$ cat src/rtl/hazard_forward_unit.sv
// rtl/hazard_forward_unit.sv - ID-side hazard/forwarding controller with EXE/MEM/WB shadow records
// Optional multi-cycle mul/div interlock is built when HAZARD_MD_EN is defined.
module hazard_forward_unit #(
  parameter int REG_AW = 5,
  parameter int NUM_RP = 2,
  parameter int MD_LAT = 4
) (
  input  logic                     clk,
  input  logic                     rst_n,
  input  logic                     id_valid,
  input  logic [NUM_RP*REG_AW-1:0] id_src,
  input  logic [NUM_RP-1:0]        id_src_used,
  input  logic [REG_AW-1:0]        id_wr_num,
  input  logic                     id_reg_write,
  input  logic                     id_is_load,
  input  logic                     id_is_md,
  input  logic                     id_uses_hilo,
  input  logic                     flush,
  output logic                     stall,
  output logic [NUM_RP-1:0]        id_bypass_wb,
  output logic [2*NUM_RP-1:0]      exe_fwd_sel,
  output logic                     md_busy
);

  // Shadow destination records; MEM/WB only need valid/reg_write/wr_num for matching.
  logic              exe_valid_q, exe_valid_d;
  logic [REG_AW-1:0] exe_wr_q, exe_wr_d;
  logic              exe_rw_q, exe_rw_d;
  logic              exe_ld_q, exe_ld_d;
  logic              mem_valid_q;
  logic [REG_AW-1:0] mem_wr_q;
  logic              mem_rw_q;
  logic              wb_valid_q;
  logic [REG_AW-1:0] wb_wr_q;
  logic              wb_rw_q;
  logic [2*NUM_RP-1:0] fwd_q, fwd_d;

  logic [REG_AW-1:0] src [NUM_RP];
  logic [NUM_RP-1:0] m_exe, m_mem, m_wb;
  logic              lu_hazard;
  logic              md_hazard;
  logic              accept;

  function automatic logic slot_match(input logic v, input logic rw,
                                      input logic [REG_AW-1:0] wr,
                                      input logic [REG_AW-1:0] s);
    return v && rw && (wr == s) && (s != '0);
  endfunction

  always_comb begin
    for (int p = 0; p < NUM_RP; p++) begin
      src[p]   = id_src[p*REG_AW +: REG_AW];
      m_exe[p] = id_src_used[p] && slot_match(exe_valid_q, exe_rw_q, exe_wr_q, src[p]);
      m_mem[p] = id_src_used[p] && slot_match(mem_valid_q, mem_rw_q, mem_wr_q, src[p]);
      m_wb[p]  = id_src_used[p] && slot_match(wb_valid_q, wb_rw_q, wb_wr_q, src[p]);
    end
  end

  assign lu_hazard    = id_valid && exe_ld_q && (|m_exe);
  assign stall        = !flush && (lu_hazard || md_hazard);
  assign accept       = id_valid && !stall && !flush;
  assign id_bypass_wb = m_wb;
  assign exe_fwd_sel  = fwd_q;

  always_comb begin
    exe_valid_d = accept;
    exe_wr_d    = accept ? id_wr_num : '0;
    exe_rw_d    = accept && id_reg_write;
    exe_ld_d    = accept && id_is_load;
    fwd_d       = '0;
    // EXE holds the youngest writer, so it wins over MEM.
    for (int p = 0; p < NUM_RP; p++) begin
      if (accept && m_exe[p] && !exe_ld_q) begin
        fwd_d[2*p +: 2] = 2'b01;
      end else if (accept && m_mem[p]) begin
        fwd_d[2*p +: 2] = 2'b10;
      end
    end
  end

  always_ff @(posedge clk or negedge rst_n) begin
    if (!rst_n) begin
      exe_valid_q <= 1'b0;
      exe_wr_q    <= '0;
      exe_rw_q    <= 1'b0;
      exe_ld_q    <= 1'b0;
      mem_valid_q <= 1'b0;
      mem_wr_q    <= '0;
      mem_rw_q    <= 1'b0;
      wb_valid_q  <= 1'b0;
      wb_wr_q     <= '0;
      wb_rw_q     <= 1'b0;
      fwd_q       <= '0;
    end else begin
      exe_valid_q <= exe_valid_d;
      exe_wr_q    <= exe_wr_d;
      exe_rw_q    <= exe_rw_d;
      exe_ld_q    <= exe_ld_d;
      mem_valid_q <= exe_valid_q;
      mem_wr_q    <= exe_wr_q;
      mem_rw_q    <= exe_rw_q;
      wb_valid_q  <= mem_valid_q;
      wb_wr_q     <= mem_wr_q;
      wb_rw_q     <= mem_rw_q;
      fwd_q       <= fwd_d;
    end
  end

`ifdef HAZARD_MD_EN
  localparam int CW = $clog2(MD_LAT + 1);
  logic [CW-1:0] md_cnt_q, md_cnt_d;

  // Keeps counting while stalled or flushed; only a new accepted MD reloads it.
  always_comb begin
    md_cnt_d = md_cnt_q;
    if (accept && id_is_md) begin
      md_cnt_d = CW'(MD_LAT);
    end else if (md_cnt_q != '0) begin
      md_cnt_d = md_cnt_q - 1'b1;
    end
  end

  always_ff @(posedge clk or negedge rst_n) begin
    if (!rst_n) begin
      md_cnt_q <= '0;
    end else begin
      md_cnt_q <= md_cnt_d;
    end
  end

  assign md_busy   = (md_cnt_q != '0);
  assign md_hazard = id_valid && (id_is_md || id_uses_hilo) && md_busy;
`else
  logic unused_md_inputs;
  assign unused_md_inputs = ^{id_is_md, id_uses_hilo};
  assign md_busy          = 1'b0;
  assign md_hazard        = 1'b0;
`endif

endmodule

$ cat config.mk
export PLATFORM = sky130hd
export DESIGN_NAME = hazard_forward_unit
export DESIGN_NICKNAME = d
export VERILOG_FILES = /design/src/rtl/hazard_forward_unit.sv
export SDC_FILE = /design/constraint.sdc
export NUM_CORES = 1
export LEC_CHECK = 0
export ABC_AREA = 1
export CORE_MARGIN = 2
export CORE_UTILIZATION = 48
export DETAILED_ROUTE_END_ITERATION = 12
export HOLD_SLACK_MARGIN = 0.03
export PLACE_DENSITY_LB_ADDON = 0.12
export SYNTH_ARGS = -nofsm -noshare
export SYNTH_HDL_FRONTEND = slang
export SYNTH_SLANG_ARGS = --single-unit
$ cat constraint.sdc
create_clock -name clk -period 1.83 [get_ports clk]
set_clock_uncertainty 0.15 [all_clocks]
set_input_delay 0.2745 -clock clk [delete_from_list [all_inputs] [get_ports clk]]
set_output_delay 0.2745 -clock clk [all_outputs]
set_load 0.05 [all_outputs]
==> metrics.md <==
| Metric | Value |
|---|---|
| Outcome | complete, but fails checks |
| Failing checks | negative setup slack |
| Mean Syn Cell Area | about 8.5 um2 |
| Dpl cell area | 0.00174 mm2 |
| Mapped Cells | 152 |
| Share of the yosys chip area belonging to registers | 0.506 |
| IO Pins | 33 |
| Final setup viols | 3 |
| WP buf/inv | 4 |
| # DRC | 0 |
| Fillers | about 190 |
| Final Max Slew Viols | 0 |
| Worst vdd ir | 0.560 mV |
| Leakage power | around 0.00095 uW |
| Hold buffer count at CTS | 0 |
| Root Buffer | clkbuf_4 |
| Clk_lat worst skew | slightly above 0.3 ns |
| Library cells used by synthesis | 20 |
| PwrDens | 579 mW/mm2 |
| Setup Crit Path Kind | in2out |
| Vias in the first global route | 1123 |
| CP Capture Type | output port |
| Total length of routed wires | just under 3 mm |
| Critical path launch point type | primary input |
| Initial antenna violation count | 0 |
| DP Wirelength | 2.23 mm |
| Final Cycle Share | 1.08 |
| Placeable Area | ~0.0025 mm2 |
| Layout cells sized above 1 | 0.278 |
| Hold crit path type | in2async |
| Nets | about 240 |
| Worst Path Arrival | about 1.6 ns |
| Critical path's slowest cell | clkdlybuf4s50_1 |
| FF/Latch Area | around 650 um2 |
| Die Y-Extent | between 50 and 60 um |
| Placed Instances | approximately 220 |
| Starting Density | 0.514 |
| # clock sinks | 26 |
| Top delay family on crit path | buffers and inverters |
| Largest net degree at the start of global routing | 27 |
| GR Util All Layers | 0.203 |
| First-pass GRT wire length | 4.89 mm |
| Post-route cell area | 0.00188 mm2 |
| Die width | roughly 56 um |
| I/O Buffers | 29 |
| Max FO, Critical Path | 3 |
| Commonest non-fill, non-tap cell in the layout | buf_4 |
| Worst hold slack | ~0.16 ns |
| Post-route ant nets | 0 |
| Flip-flop and latch count after synthesis | 26 |
| CTS Buf Count | 3 |
| CTS tree | built |
| Clock Pin Slew Worst Setup and Hold Paths | 0.12 ns |
| Antenna Cells | 0 |
| Vias | about 1200 |
| Final hold vios | 0 |
| Post-layout minimum cycle time | a little under 2 ns |
| Via density per instance | approximately 4.8 |
| Non-Filler Instances | 239 |
| Post-Syn Area | between 0.001 and 0.0015 mm2 |
| P&R area growth vs syn | 46.6% |
| Post-detailed-route wirelength per cell | 12.5 um |
| Post-Place Setup Slack | -0.260 ns |
| Critical Path RT | about 1.4 ns |
| Most frequent cells in the layout | buf_4 (29), dfrtp_1 (26), nand2_1 (24) |
| RSZ-0062 raised after global routing | true |
| Ys Warns | 0 |
| Max Root-Sink Buffers | 2 |
| Post-route setup slack | -0.141 ns |
| Die area | approximately 0.0031 mm2 |
| CP max stage delay | around 0.46 ns |
| Multi-input gate area | 581 um2 |
| Crit-path cells | clkdlybuf4s50_1 > inv_1 > nor2_1 > nand3_1 > nor2_1 > nand2_1 > nand2_1 > nand2_2 > inv_2 > buf_12 |
| Aggregate global routing overflow | 0 |
| Syn nets | about 180 |
| Max Freq | a little over 500 MHz |
| Row count | 18 |
| Number of DRC markers in iteration 0 | 47 |
| # H-tree levels | 1 |
| Max cap viols | 0 |
| DRT Pass-1 Iters | 4 |
| RD Place Congestion | 0.879 |
final cells by class:
cell class | instances | share of cell area
Clock buffer | 4 | 0.0193
Inverter | 28 | 0.0558
Multi-Input combinational cell | 97 | 0.308
Sequential cell | 26 | 0.345
Tap cell | 30 | 0.0199
Timing Repair Buffer | 54 | 0.252
state kept, by name, indices dropped and copies added, names as in the netlist:
signal and count:
exe_valid_q 1, exe_wr_q 5, mem_wr_q 5, wb_wr_q 5, exe_fwd_sel 4, wb_valid_q 1
exe_ld_q 1, mem_rw_q 1, mem_valid_q 1, wb_rw_q 1, exe_rw_q 1
final timing paths:
| path | start | to | slack, ns | depth (start not counted) |
|---|---|---|---|---|
| max | id_src_used[1] | stall | -0.14 | 10 |
| min | rst_n | exe_wr_q[3]$_DFF_PN0_ | 0.16 | 2 |
| min reg2reg | exe_valid_q$_DFF_PN0_ | mem_valid_q$_DFF_PN0_ | 0.24 | 0 |
| max reg2reg | exe_wr_q[0]$_DFF_PN0_ | exe_fwd_sel[1]$_DFF_PN0_ | 0.25 | 9 |
| max in group asynchronous | rst_n | exe_wr_q[0]$_DFF_PN0_ | 1.14 | 2 |
| min in group clk | exe_valid_q$_DFF_PN0_ | mem_valid_q$_DFF_PN0_ | 0.24 | 0 |
logic make-up (layout without fill, tap and decap cells):
kind of cell / Yosys count / in the layout / synth area share
simple gates: 70 / 70 / 0.240
compound gates: 5 / 5 / 0.0204
buf+inv: 29 / 86 / 0.0876
xor+xnor: 21 / 21 / 0.143
flops: 26 / 26 / 0.506
other cells: 1 / 1 / 0.00292
cell usage after synthesis (all sizes together):
| cell type | instances | share of area |
|---|---|---|
| inv | 28 | 0.082 |
| nand2 | 27 | 0.087 |
| dfrtp | 26 | 0.51 |
| nor2 | 24 | 0.072 |
| xnor2 | 18 | 0.12 |
| nand3 | 10 | 0.039 |
| a21oi | 3 | 0.012 |
| nor3 | 3 | 0.012 |
| xor2 | 3 | 0.020 |
| nand4 | 2 | 0.0097 |
| or2 | 2 | 0.0097 |
| buf | 1 | 0.0058 |
| conb | 1 | 0.0029 |
| nand3b | 1 | 0.0058 |
| nor4 | 1 | 0.0049 |
| o21ai | 1 | 0.0039 |
| o22ai | 1 | 0.0049 |
timing repair:
item / in CTS / in global routing
buffers inserted: 10 / 1
gates resized for setup: 19 / 14
setup endpoints to repair: 3 / 4
pin swaps: 7 / 2
per-stage QoR:
stage	utilization	TNS, ns	power (uW)
after floorplan	-	-0.122	701
after global placement	0.697	-2.28	803
after detailed placement	0.697	-2.50	809
after CTS	0.750	-0.481	1100
after global routing	0.754	-0.750	1150
final	0.754	-0.352	1090
power by group:
group / internal (uW) / switching (uW)
sequential: 594 / 17.3
combinational: 105 / 99.6
clock: 122 / 155
metal layers:
metal | track usage | wire (um) | up-vias
met5 | 0 | 0 | -
met4 | 0.0627 | 40 | 0
met3 | 0.0349 | 168 | 6
met2 | 0.340 | 1490 | 43
met1 | 0.269 | 1280 | 528
li1 | - | - | 574
No activity file was read; power rests on OpenSTA's default activity.
